`src/rtl/alu_pkg.sv`:
```
// alu_pkg: opcode map, flag bit positions and multiplier FSM states shared by the ALU pipeline
package alu_pkg;
  localparam logic [3:0] OP_ADD = 4'b0000;
  localparam logic [3:0] OP_SUB = 4'b0001;
  localparam logic [3:0] OP_AND = 4'b0010;
  localparam logic [3:0] OP_OR  = 4'b0011;
  localparam logic [3:0] OP_XOR = 4'b0100;
  localparam logic [3:0] OP_CMP = 4'b0101;
  localparam logic [3:0] OP_MOV = 4'b0110;
  localparam logic [3:0] OP_MUL = 4'b0111;
  localparam logic [3:0] OP_SLL = 4'b1000;
  localparam logic [3:0] OP_ROL = 4'b1001;
  localparam logic [3:0] OP_SRL = 4'b1010;
  localparam logic [3:0] OP_SRA = 4'b1011;
  localparam int F_S = 3;
  localparam int F_Z = 2;
  localparam int F_C = 1;
  localparam int F_V = 0;
  typedef enum logic [1:0] {MS_IDLE, MS_MUL, MS_DONE} mul_state_t;
endpackage

```
`src/rtl/alu_mul_seq.sv`:
```
// alu_mul_seq: iterative shift-add unsigned multiplier, one partial product per cycle (built only with ALU_MUL_EN)
`ifdef ALU_MUL_EN
module alu_mul_seq
  import alu_pkg::*;
#(
  parameter int WIDTH = 16
) (
  input  logic               clk,
  input  logic               rst,
  input  logic               start,
  input  logic               ack,
  input  logic [WIDTH-1:0]   a,
  input  logic [WIDTH-1:0]   b,
  output logic               busy,
  output logic               done,
  output logic [2*WIDTH-1:0] p
);
  localparam int SHW = $clog2(WIDTH);
  localparam logic [SHW-1:0] LAST = SHW'(WIDTH - 1);
  mul_state_t state, state_n;
  logic [SHW-1:0] cnt;
  logic [2*WIDTH-1:0] mcand;
  logic [WIDTH-1:0] mplier;
  always_ff @(posedge clk or posedge rst) begin
    if (rst) begin
      state  <= MS_IDLE;
      cnt    <= '0;
      p      <= '0;
      mcand  <= '0;
      mplier <= '0;
    end else begin
      state <= state_n;
      if (state == MS_IDLE && start) begin
        p      <= '0;
        mcand  <= {{WIDTH{1'b0}}, a};
        mplier <= b;
        cnt    <= '0;
      end else if (state == MS_MUL) begin
        if (mplier[0]) p <= p + mcand;
        mcand  <= mcand << 1;
        mplier <= mplier >> 1;
        cnt    <= cnt + 1'b1;
      end
    end
  end
  always_comb begin
    state_n = state;
    case (state)
      MS_IDLE: state_n = start ? MS_MUL : MS_IDLE;
      MS_MUL:  state_n = (cnt == LAST) ? MS_DONE : MS_MUL;
      MS_DONE: state_n = ack ? MS_IDLE : MS_DONE;
      default: state_n = MS_IDLE;
    endcase
  end
  assign busy = state == MS_MUL;
  assign done = state == MS_DONE;
endmodule
`endif

```
`src/rtl/alu_pipe.sv`:
```
// alu_pipe: 2-stage valid/ready ALU with SZCV flags; define ALU_MUL_EN for the iterative MUL on opcode 0111
module alu_pipe
  import alu_pkg::*;
#(
  parameter int WIDTH = 16,
  localparam int SHW = $clog2(WIDTH)
) (
  input  logic             clk,
  input  logic             rst,
  input  logic             in_valid,
  output logic             in_ready,
  input  logic [3:0]       opcode,
  input  logic [WIDTH-1:0] a,
  input  logic [WIDTH-1:0] b,
  input  logic [SHW-1:0]   d,
  output logic             out_valid,
  input  logic             out_ready,
  output logic [WIDTH-1:0] out_data,
  output logic             out_wen,
  output logic [3:0]       out_flags,
  output logic [3:0]       flags
);
  logic s1_valid, s2_load, s1_adv, is_mul;
  logic [3:0] s1_op;
  logic [WIDTH-1:0] s1_a, s1_b, res;
  logic [SHW-1:0] s1_d;
  logic [WIDTH:0] sum, diff, sll_ext, srl_ext, sra_ext;
  logic [2*WIDTH-1:0] rol_ext;
  logic c, v, wen;
  logic [3:0] f_n;
  assign sum     = {1'b0, s1_a} + {1'b0, s1_b};
  assign diff    = {1'b0, s1_b} - {1'b0, s1_a};
  // Extended shifts leave the last bit shifted out in the spare bit, and 0 there when d==0
  assign sll_ext = {1'b0, s1_b} << s1_d;
  assign srl_ext = {s1_b, 1'b0} >> s1_d;
  assign sra_ext = $signed({s1_b, 1'b0}) >>> s1_d;
  assign rol_ext = {s1_b, s1_b} << s1_d;
  assign s2_load = !out_valid || out_ready;
`ifdef ALU_MUL_EN
  logic mul_busy, mul_done;
  logic [2*WIDTH-1:0] mul_p;
  assign is_mul = s1_op == OP_MUL;
  assign s1_adv = s1_valid && s2_load && (!is_mul || mul_done);
  alu_mul_seq #(.WIDTH(WIDTH)) u_mul (
    .clk  (clk),
    .rst  (rst),
    .start(s1_valid && is_mul && !mul_busy && !mul_done),
    .ack  (s1_adv && is_mul),
    .a    (s1_a),
    .b    (s1_b),
    .busy (mul_busy),
    .done (mul_done),
    .p    (mul_p)
  );
`else
  assign is_mul = 1'b0;
  assign s1_adv = s1_valid && s2_load;
`endif
  // A MUL occupies S1 until its product moves on, which keeps the front end closed
  assign in_ready = !rst && (!s1_valid || (s1_adv && !is_mul));
  always_comb begin
    res = '0;
    c   = 1'b0;
    v   = 1'b0;
    wen = 1'b0;
    case (s1_op)
      OP_ADD: begin res = sum[WIDTH-1:0]; c = sum[WIDTH]; wen = 1'b1; v = (s1_a[WIDTH-1] == s1_b[WIDTH-1]) && (sum[WIDTH-1] != s1_a[WIDTH-1]); end
      OP_SUB, OP_CMP: begin res = diff[WIDTH-1:0]; c = diff[WIDTH]; wen = s1_op == OP_SUB; v = (s1_a[WIDTH-1] != s1_b[WIDTH-1]) && (diff[WIDTH-1] != s1_b[WIDTH-1]); end
      OP_AND: begin res = s1_a & s1_b; wen = 1'b1; end
      OP_OR:  begin res = s1_a | s1_b; wen = 1'b1; end
      OP_XOR: begin res = s1_a ^ s1_b; wen = 1'b1; end
      OP_MOV: begin res = s1_a; wen = 1'b1; end
`ifdef ALU_MUL_EN
      OP_MUL: begin res = mul_p[WIDTH-1:0]; c = |mul_p[2*WIDTH-1:WIDTH]; wen = 1'b1; end
`endif
      OP_SLL: begin res = sll_ext[WIDTH-1:0]; c = sll_ext[WIDTH]; wen = 1'b1; end
      OP_ROL: begin res = rol_ext[2*WIDTH-1:WIDTH]; wen = 1'b1; end
      OP_SRL: begin res = srl_ext[WIDTH:1]; c = srl_ext[0]; wen = 1'b1; end
      OP_SRA: begin res = sra_ext[WIDTH:1]; c = sra_ext[0]; wen = 1'b1; end
      default: res = '0;
    endcase
    f_n      = '0;
    f_n[F_S] = res[WIDTH-1];
    f_n[F_Z] = res == '0;
    f_n[F_C] = c;
    f_n[F_V] = v;
  end
  always_ff @(posedge clk or posedge rst) begin
    if (rst) begin
      s1_valid  <= 1'b0;
      s1_op     <= '0;
      s1_a      <= '0;
      s1_b      <= '0;
      s1_d      <= '0;
      out_valid <= 1'b0;
      out_data  <= '0;
      out_wen   <= 1'b0;
      out_flags <= '0;
      flags     <= '0;
    end else begin
      if (in_valid && in_ready) begin
        s1_valid <= 1'b1;
        s1_op    <= opcode;
        s1_a     <= a;
        s1_b     <= b;
        s1_d     <= d;
      end else if (s1_adv) begin
        s1_valid <= 1'b0;
      end
      if (s2_load) out_valid <= s1_adv;
      if (s1_adv) begin
        out_data  <= res;
        out_wen   <= wen;
        out_flags <= f_n;
      end
      if (out_valid && out_ready) flags <= out_flags;
    end
  end
endmodule

```
`config.mk`:
```
export PLATFORM = sky130hd
export DESIGN_NAME = alu_pipe
export DESIGN_NICKNAME = d
export VERILOG_FILES = /design/src/rtl/alu_pkg.sv /design/src/rtl/alu_mul_seq.sv /design/src/rtl/alu_pipe.sv
export SDC_FILE = /design/constraint.sdc
export NUM_CORES = 1
export LEC_CHECK = 0
export CAP_MARGIN = 20
export CORE_MARGIN = 3
export CORE_UTILIZATION = 53
export DETAILED_ROUTE_END_ITERATION = 10
export PLACE_DENSITY = 0.78
export SLEW_MARGIN = 5
export SYNTH_ARGS = -nofsm -noshare
export SYNTH_HDL_FRONTEND = slang
export SYNTH_HIERARCHICAL = 1
export SYNTH_SLANG_ARGS = --single-unit
```
`constraint.sdc`:
```
create_clock -name clk -period 2.9 [get_ports clk]
set_input_delay 0.29 -clock clk [delete_from_list [all_inputs] [get_ports clk]]
set_output_delay 0.29 -clock clk [all_outputs]
set_load 0.02 [all_outputs]
```
### Word-level counts from Yosys, hierarchy flattened

Cells that the tools add are included.

| word-level totals | value |
|---|---|
| register bits | 67 |
| input port bits | 44 |
| output and inout bits | 27 |
| word-level logic and storage cells | 55 |

| operators by class | value |
|---|---|
| add/sub/neg operators | 2 |
| equality and inequality tests | 14 |
| shift operators | 4 |
| muxes and demuxes | 6 |
| bitwise logic cells | 3 |
| reductions and logical operators | 16 |

Operators by type and width:

| operator | count |
|---|---|
| $pmux 16 s10 | 1 |
| $shl 32x4->32 | 1 |
| $add 16x16->17 | 1 |
| $shl 16x4->17 | 1 |
| $shr 17x4->17 | 1 |
| $sshr 17x4->17 | 1 |
| $sub 16x16->17 | 1 |
| $and 16x16->16 | 1 |
| $eq 4x4->1 const B | 4 |
| $logic_not 16->1 | 1 |
| $or 16x16->16 | 1 |
| $xor 16x16->16 | 1 |
| $eq 4x3->1 const B | 3 |
| $reduce_or 9->1 | 1 |
| $eq 4x2->1 const B | 2 |
| $logic_and 1x1->1 | 6 |
| $pmux 1 s5 | 1 |
| $eq 4x1->1 const B | 1 |
| $logic_not 4->1 | 1 |
| $pmux 1 s2 | 2 |
| $logic_not 1->1 | 3 |
| $ne 1x1->1 | 3 |
| $logic_or 1x1->1 | 2 |
| $mux 1 | 2 |
| other kinds (3) | 3 |

### Logic depth before layout (Yosys ltp)

Gate-level depths: netlist of run 1.

| logic depth | value |
|---|---|
| word-level depth | 7 |
| gate-level depth with buffers | 13 |
| depth with buffers taken out | 12 |

### Worst setup path after synthesis of run 1

Ideal clock, no wire load.

| timing path | value |
|---|---|
| kind | reg2reg |
| start | reg s1_b[1] |
| end | reg out_flags[2] |
| library setup time | 0.092 ns |
| data arrival time | 3.012 ns |
| required time | 2.808 ns |
| setup slack | -0.204 ns |
| cell stages (with the launch flop) | 13 |
| buffers on the path | 1 |
| period minus slack after synthesis | 3.104 ns |
| path through | dfrtp_1 -> clkbuf_1 -> inv_1 -> fa_1 -> o21ba_1 -> or4_1 -> o211ai_1 -> a311o_1 -> o21bai_1 -> a221o_1 -> o21a_1 -> or2_2 -> o31ai_2 |

| between the ends | value |
|---|---|
| word-level cells in the longest chain between the ends | 3 |
| elaborated cells between the ends (all ways) | 11 |
| classes of those cells | add/sub (2); shift (4); mux (1); bitwise (3); reduce/logical (1) |

RTL lines:

| element | line | source |
|---|---|---|
| start: declaration | alu_pipe.sv:25 | `logic [WIDTH-1:0] s1_a, s1_b, res;` |
| start signal: assignment | alu_pipe.sv:93 | `s1_b <= '0;` |
| start signal: assignment | alu_pipe.sv:105 | `s1_b <= b;` |
| $sub 16x16->17 (tied with other cells) | alu_pipe.sv:32 | `assign diff = {1'b0, s1_b} - {1'b0, s1_a};` |
| $pmux 16 s10 (*) | alu_pipe.sv:66 | `case (s1_op)` |
| $logic_not 16->1 (*) | alu_pipe.sv:84 | `f_n[F_Z] = res == '0;` |
| end signal: assignment | alu_pipe.sv:114 | `out_flags <= f_n;` |
| end: declaration | alu_pipe.sv:20 | `output logic [3:0] out_flags,` |

Every way passes the cells marked *; elsewhere a longest branch is shown, timed or not.
A chain may end at the register's enable or synchronous reset.

### Final worst setup path of run 1

| timing path | value |
|---|---|
| start | reg s1_b[9] |
| end | reg out_flags[2] |

Same word-level chain as after synthesis.

==> results.rst, run 1 <==
.. list-table::
   :header-rows: 1

   * - Metric
     - Value
   * - Result of the run
     - finished with violations
   * - Violated checks
     - negative setup slack
   * - Highest clock frequency the design can meet
     - 306 MHz
   * - Number of nets in the synthesized netlist
     - 910
   * - Worst min-delay path class
     - input port to asynchronous set/reset pin
   * - Wire length of the first global-routing pass
     - 43,900 um
   * - Number of input and output port buffers inserted
     - 70
   * - Number of standard-cell rows in the floorplan
     - slightly above 40
   * - Clock tree from TritonCTS
     - done
   * - Leading cell type in the layout, fill and taps excluded
     - sky130_fd_sc_hd__buf_4
   * - Iter 0 DRT Violations
     - about 1.2k
   * - Via total after detailed routing
     - between 8k and 9k
   * - Dominant register cell in the synthesized netlist
     - sky130_fd_sc_hd__dfrtp_1
   * - Met1 capacity usage during global routing
     - 51.7%
   * - Critical path launch point
     - s1_b[9]
   * - Number of H-tree levels
     - 3
   * - Worst reg-to-reg setup slack
     - -0.37 ns
   * - R2R depth
     - 11
   * - Crit start category
     - flop
   * - Critical path capture point
     - out_flags[2]
   * - GRT Residual Overflow
     - 0
   * - Critical register-to-register path startpoint
     - s1_b[9]
   * - Fraction of layout instances using a drive strength above 1
     - between 30% and 40%
   * - Total number of clock tree sinks
     - 66
   * - Top Family by Delay on Critical Path
     - simple AND/OR/NAND/NOR gates
   * - R2R Path End
     - out_flags[2]
   * - Total wire length after detailed routing
     - between 20,000 and 30,000 um
   * - Proportion of register bits with asynchronous set or reset after synthesis
     - 100%
   * - Post-Route Hold Slack
     - 0.377 ns
   * - Number of instances in the synthesized netlist
     - 811
   * - Max Slew Vio Count
     - 0
   * - GRT busiest layer
     - met2
   * - Count of TritonRoute iterations in the first routing pass
     - 9
   * - Largest net degree at the start of global routing
     - 67
   * - Seq/Total Area, Yosys
     - between 20% and 30%
   * - Final-stage net count
     - approximately 1.1k
   * - Number of antenna violations at the first check in global routing
     - 1
   * - Data arrival at the endpoint of the critical path
     - about 3.5 ns
   * - Initial Util
     - between 50% and 60%
   * - Commonest non-fill, non-tap cells in the layout
     - sky130_fd_sc_hd__buf_4, sky130_fd_sc_hd__clkdlybuf4s50_1, sky130_fd_sc_hd__mux2_2
   * - Cell Chain, Critical Path
     - buf_4 > mux4_2 > mux2_2 > and3_4 > a221oi_2 > nand4_1 > nor4b_2 > buf_4 > and4_1 > nand4_1 > o31ai_4
   * - Buffers from clock root to sink, at most
     - 2
   * - Post-route DRC
     - 0
   * - Layout overhead on the synthesized area
     - 42.8%
   * - HPWL after detailed placement
     - roughly 22,000 um
   * - Leakage power of the design
     - approximately 4.5 nW
   * - Maximum VDD drop
     - 0.497 mV
   * - Maxcap violations
     - 0
   * - Top-level port count
     - about 70
   * - Ratio of total power to cell area
     - between 700 and 800 nW/um2
   * - Routed len/inst
     - roughly 25 um
   * - Slowest-stage cell, CP
     - sky130_fd_sc_hd__dfrtp_2
   * - Final Worst Setup Slack
     - -0.366 ns
   * - Total core area
     - about 13,000 um2
   * - Category of the worst setup path capture point
     - flop
   * - DIE HEIGHT
     - approximately 120 um
   * - Routability congestion estimate
     - roughly 1.1
   * - Average footprint of a synthesized cell
     - slightly below 9 um2
   * - Final ANT Viol Nets
     - 0
   * - Final number of hold-violating endpoints
     - 0
   * - Setup total negative slack
     - -0.929 ns
   * - Global routing usage on met2
     - between 60% and 70%
   * - Worst setup path class
     - flop to flop
   * - Filler Cell Count
     - between 800 and 900
   * - WP data required
     - approximately 3.2 ns
   * - Horizontal extent of the die
     - 122 um
   * - N_diodes
     - 0
   * - Worst Skew
     - around 0.011 ns
   * - DIE AREA
     - 14,800 um2
   * - CTS Buf Count
     - 9
   * - Final critical-path share of the clock period
     - 113%
   * - Max incr delay on CP
     - ~0.47 ns
   * - Setup violators final
     - 6
   * - RSZ-0062 raised after global routing
     - yes
   * - Cell area after technology mapping
     - about 7000 um2
   * - Slew at the pin with the worst max-slew slack
     - approximately 1.1 ns
   * - Top fanout value on the critical path
     - 5
   * - Count of synthesis-stage warnings from yosys
     - 6
   * - Final worst path period need
     - roughly 3.3 ns
   * - Vias in the first global route
     - ~8k
   * - Root Buffer
     - sky130_fd_sc_hd__clkbuf_16
   * - Clock latency at the later pin of the worst-skew pair
     - roughly 0.35 ns
   * - Vias/cell
     - approximately 6.7
   * - Number of register bits inferred by synthesis
     - 66
   * - Distinct cell type count after synthesis
     - approximately 80
   * - Clock Pin Slew Worst Setup and Hold Paths
     - ~0.06 ns
   * - Max_slew headroom
     - approximately 28%
   * - GR Util All Layers
     - roughly two fifths
   * - Post-synth EDFFs
     - 0
   * - Critical path buffers and inverters
     - 2
   * - Cell depth of the worst setup path
     - 11
   * - GR Layer Usage met3
     - 8.22%
==> worst min-delay path by stage <==
stage,slack [ns],startpoint,cells after the start,to
detailed placement,0.48,out_data[0],2,out_data[0]
CTS,0.40,rst,3,out_data[0]
finish,0.38,rst,3,s1_b[13]
floorplan,0.44,a[5],1,s1_a[5]
global placement,0.46,out_data[6],2,out_data[6]
global route,0.42,rst,3,s1_d[3]
==> area by class of cell <==
class | instances | area [um2] | area share (%)
timing repair buffer | 278 | 2430 | 23.9
multi-input combinational | 628 | 5340 | 52.6
tap | 172 | 215 | 2.12
clock buffer | 12 | 246 | 2.43
inverter | 53 | 201 | 1.99
clock inverter | 4 | 51.3 | 0.506
sequential | 66 | 1660 | 16.4
==> synthesized netlist by cell type, drive strengths merged (4+ instances only) <==
master | instances | share of area [%]
o21a | 7 | 0.74
nor4 | 4 | 0.35
a21oi | 50 | 3.5
o221ai | 4 | 0.49
dfrtp | 66 | 23
mux2 | 71 | 11
nor3 | 9 | 0.63
inv | 53 | 2.8
a211oi | 16 | 1.8
a211o | 8 | 0.99
nor3b | 4 | 0.42
a22oi | 8 | 0.85
nor2b | 14 | 1.2
a2bb2oi | 4 | 0.49
a221o | 4 | 0.56
nand3 | 14 | 0.99
o211ai | 18 | 1.9
o21ai | 47 | 3.3
and2 | 4 | 0.35
o2111ai | 7 | 0.86
nor4b | 4 | 0.58
mux4 | 18 | 5.8
nor2 | 55 | 2.9
clkbuf | 34 | 1.8
ha | 54 | 9.5
nand2b | 12 | 1.1
xnor2 | 5 | 0.62
or4 | 4 | 0.42
buf | 30 | 2.4
mux2i | 23 | 3.2
o21bai | 7 | 0.74
nand4 | 7 | 0.62
a21o | 8 | 0.85
nand2 | 56 | 3.0
a221oi | 11 | 1.4
o22ai | 5 | 0.44
a31oi | 14 | 1.2
==> registers in the layout, summed over array words and instances, names as in the netlist <==
signal     flops
flags          4
out_valid      1
s1_valid       1
out_data      16
s1_d           4
out_wen        1
s1_op          4
out_flags      3
s1_a          16
s1_b          16
==> worst min-delay path, delay by kind of cell <==
kind | cells | cell delay, ns
buf+inv | 3 | 0.83
==> where the power goes <==
group          internal, mW  leakage, nW  switching (mW)
Clock                 0.690        0.143           0.446
Sequential             1.15        0.781           0.235
Combinational          2.39         3.55            2.66
==> logic make-up (layout without fill, tap and decap cells) <==
kind of cell               count (synthesis)  in the layout  share of synthesized area (%)
muxes                                    112            112                           20.3
AOI/OAI and AO/OA                        249            249                           24.2
adders and majority gates                 55             55                           9.80
xor gates and xnor gates                   6              6                          0.740
buffers and inverters                    117            347                           6.96
and+or+nand+nor                          206            206                           14.7
DFF                                       66             66                           23.3
==> metrics by stage <==
stage	std cells	power, mW	utilization (%)	worst slack, ns	instance area (um2)
floorplan	811	3.72	-	-0.0756	7110
global placement	1171	5.60	71.7	-0.342	9240
detailed placement	1171	5.71	71.7	-0.332	9240
CTS	1199	7.06	76.1	-0.209	9800
global route	1213	7.89	78.7	-0.373	10100
finish	1213	7.58	78.7	-0.366	10100
==> what timing repair did <==
| action | 4_1_cts | 5_1_grt |
|---|---|---|
| cloned | 0 | 0 |
| setup buffers | 12 | 14 |
| endpoints found under the setup margin | 9 | 14 |
| pin swaps | 13 | 22 |
| resized for setup | 34 | 46 |
| hold buffers | 0 | 0 |
==> per-layer routing <==
layer	part of all wire (%)	wire [um]	vias up
met1	38	11400	3851
met5	0.044	13	-
met2	45	13500	649
li1	-	-	3479
met4	5.3	1580	2
met3	11	3320	163
Note: power is estimated with default switching activity, not from simulation.
==> run 2, diff against run 1 <==
--- a/config.mk
+++ b/config.mk
@@ -7,9 +7,8 @@
 export LEC_CHECK = 0
 export CAP_MARGIN = 20
 export CORE_MARGIN = 3
-export CORE_UTILIZATION = 53
+export CORE_UTILIZATION = 40
 export DETAILED_ROUTE_END_ITERATION = 10
-export PLACE_DENSITY = 0.78
 export SLEW_MARGIN = 5
 export SYNTH_ARGS = -nofsm -noshare
 export SYNTH_HDL_FRONTEND = slang
==> results.rst, run 2 (synthesis results as in run 1) <==
.. list-table::
   :header-rows: 1

   * - Metric
     - Value
   * - Violated checks
     - negative setup slack
   * - DIE AREA
     - 19,400 um2 (+31%)
   * - Placed Area
     - 9580 um2 (+3.8%)
   * - Number of antenna violations at the first check in global routing
     - 0 (-1)
   * - GR Util All Layers
     - 28.9% (-9.9 points)
   * - GRT Residual Overflow
     - 0 (unchanged)
   * - Cell total after placement
     - 1,263 (+7.9%)
   * - Total wire length after detailed routing
     - 28,600 um (-3.9%)
   * - RSZ-0062 raised after global routing
     - yes
   * - Buffers from clock root to sink, at most
     - 2 (unchanged)
   * - Iter 0 DRT Violations
     - 677 (-42%)
   * - Final design utilization
     - 58.8% (-20 points)
   * - Number of input and output port buffers inserted
     - 70 (unchanged)
   * - Critical register-to-register path startpoint
     - s1_a[0]
   * - Maxcap violations
     - 0 (unchanged)
   * - N_diodes
     - 0 (unchanged)
   * - Setup violators final
     - 4 (-2)
   * - Clock Pin Slew Worst Setup and Hold Paths
     - 0.07 ns (about the same)
   * - Number of standard-cell rows in the floorplan
     - 48 (+17%)
   * - Routability congestion estimate
     - 1.02 (-3.9%)
   * - Worst setup path class
     - flop to flop
   * - Post-route DRC
     - 0 (unchanged)
   * - Crit start category
     - flop
   * - Critical path launch point
     - s1_a[0]
   * - Root Buffer
     - sky130_fd_sc_hd__clkbuf_16
   * - Cell Chain, Critical Path
     - ha_4 > fa_2 > o21ba_4 > or4_4 > o211ai_1 > a311o_1 > o21bai_1 > a221o_1 > o21a_1 > or2_4 > o31ai_2
   * - Total number of clock tree sinks
     - 66 (unchanged)
   * - Cell depth of the worst setup path
     - 11 (unchanged)
   * - Final critical-path share of the clock period
     - 108% (-4.6 points)
   * - Slew at the pin with the worst max-slew slack
     - 0.984 ns (-0.0753 ns)
   * - Non-filler cells, final
     - 1,286 (+6.0%)
   * - Filler Cell Count
     - 1,609 (+90%)
   * - Final ANT Viol Nets
     - 0 (unchanged)
   * - Biggest regs
     - out_data (16), s1_a (16), s1_b (16)
   * - Horizontal extent of the die
     - 139 um (+14%)
   * - Final worst path period need
     - 3.13 ns (-0.133 ns)
   * - Category of the worst setup path capture point
     - flop
   * - Clock tree from TritonCTS
     - done
   * - Leading cell type in the layout, fill and taps excluded
     - sky130_fd_sc_hd__buf_4
   * - Maximum VDD drop
     - 0.494 mV (-0.66%)
   * - Max Slew Vio Count
     - 0 (unchanged)
   * - Ratio of total power to cell area
     - 741 nW/um2 (-0.89%)
   * - Critical path buffers and inverters
     - 0 (-2)
   * - Vias/cell
     - 6.04 (-10%)
   * - R2R Path End
     - out_flags[2]
   * - DIE HEIGHT
     - 139 um (+14%)
   * - Wire length of the first global-routing pass
     - 43,800 um (-0.24%)
   * - Top-level port count
     - 71 (unchanged)
   * - Leakage power of the design
     - 4.54 nW (+1.5%)
   * - Count of TritonRoute iterations in the first routing pass
     - 7 (-2)
   * - Top fanout value on the critical path
     - 4 (-1)
   * - Max_slew headroom
     - 34.4% (+5.9 points)
   * - Worst min-delay path class
     - input port to asynchronous set/reset pin
   * - Worst Skew
     - 0.0126 ns (+0.00173 ns)
   * - Result of the run
     - finished with violations
   * - Slowest-stage cell, CP
     - sky130_fd_sc_hd__or4_4
   * - Final total power
     - 7.55 mW (-0.33%)
   * - Final Worst Setup Slack
     - -0.234 ns (+0.133 ns)
   * - Final-stage net count
     - 1,155 (+1.8%)
   * - WP data required
     - 3.16 ns (about the same)
   * - Data arrival at the endpoint of the critical path
     - 3.39 ns (-0.13 ns)
   * - Number of H-tree levels
     - 3 (unchanged)
   * - Final number of hold-violating endpoints
     - 0 (unchanged)
   * - Largest net degree at the start of global routing
     - 67 (unchanged)
   * - HPWL after detailed placement
     - 22,500 um (+3.8%)
   * - Vias in the first global route
     - 7,474 (-6.0%)
   * - Max incr delay on CP
     - 0.41 ns (-0.06 ns)
   * - CTS Buf Count
     - 9 (unchanged)
   * - Top Family by Delay on Critical Path
     - compound AO/OA/AOI/OAI gates
   * - Layout overhead on the synthesized area
     - 43.6%
   * - Critical path capture point
     - out_flags[2]
   * - Final std cell area, no fill
     - 10,200 um2 (+0.57%)
   * - Highest clock frequency the design can meet
     - 319 MHz (+4.2%)
   * - Initial Util
     - 40.9% (-14 points)
   * - Total of hold buffers inserted after clock tree synthesis
     - 0 (unchanged)
   * - Routed len/inst
     - 22.3 um (-9.3%)
   * - Via total after detailed routing
     - 7,769 (-4.6%)
   * - Commonest non-fill, non-tap cells in the layout
     - sky130_fd_sc_hd__buf_4, sky130_fd_sc_hd__clkdlybuf4s50_1, sky130_fd_sc_hd__mux2_2
   * - Clock latency at the later pin of the worst-skew pair
     - 0.35 ns (about the same)
   * - R2R depth
     - 11 (unchanged)
   * - Fraction of layout instances using a drive strength above 1
     - 36.9% (+0.64 points)
   * - Worst reg-to-reg setup slack
     - -0.23 ns (+0.13 ns)
   * - Total core area
     - 17,400 um2 (+35%)
-- run 2: per-layer routing --
| layer | GRT usage (%) | up-vias | routed length, um |
|---|---|---|---|
| li1 | - | 3516 | - |
| met4 | 11.4 | 0 | 1160 |
| met2 | 46.4 | 401 | 13200 |
| met5 | 0 | - | 0 |
| met3 | 4.95 | 75 | 2300 |
| met1 | 38.9 | 3777 | 12000 |
-- run 2: per-stage QoR --
step | TNS (ns) | setup slack, ns | hold WS, ns
6_report | -0.517 | -0.234 | 0.365
5_1_grt | -0.816 | -0.288 | 0.408
4_1_cts | -0.524 | -0.227 | 0.396
3_5_place_dp | -0.703 | -0.262 | 0.471
3_3_place_gp | -0.642 | -0.318 | 0.462
2_1_floorplan | -0.0756 | -0.0756 | 0.440
-- run 2: worst min-delay path by stage --
stage,start,endpoint,slack [ns],cells past startpoint
5_1_grt,rst,s1_valid,0.41,3
4_1_cts,rst,out_data[9],0.40,3
6_report,rst,out_data[9],0.37,3
2_1_floorplan,a[5],s1_a[5],0.44,1
3_3_place_gp,out_data[6],out_data[6],0.46,2
3_5_place_dp,out_data[6],out_data[6],0.47,2
-- run 2: layout make-up --
type                       count  area (um2)  area share (%)
clock buffer                  11         243            2.38
multi-input combinational    628        5190            50.9
timing repair buffer         298        2540            24.9
inverter                      53         199            1.95
sequential                    66        1670            16.3
clock inverter                 5        77.6           0.761
tap                          225         282            2.76
-- run 2: worst reg2reg max path: cells and delay by family, from the launching register on --
kind,cells,cell delay [ns]
fa+ha+maj,2,0.52
simple gates,2,0.66
compound gates,7,1.46
flops,1,0.40
-- run 2: power breakdown --
part | switching, mW | internal [mW] | leakage (nW)
combinational | 2.49 | 2.41 | 3.61
clock | 0.455 | 0.774 | 0.156
sequential | 0.263 | 1.15 | 0.779
total | 3.21 | 4.34 | 4.54
-- run 2: timing repair --
action | CTS | global route
endpoints found under the hold margin | 0 | 0
resized for setup | 25 | 38
endpoints found under the setup margin | 7 | 13
setup buffers | 5 | 5
pin swaps | 3 | 21
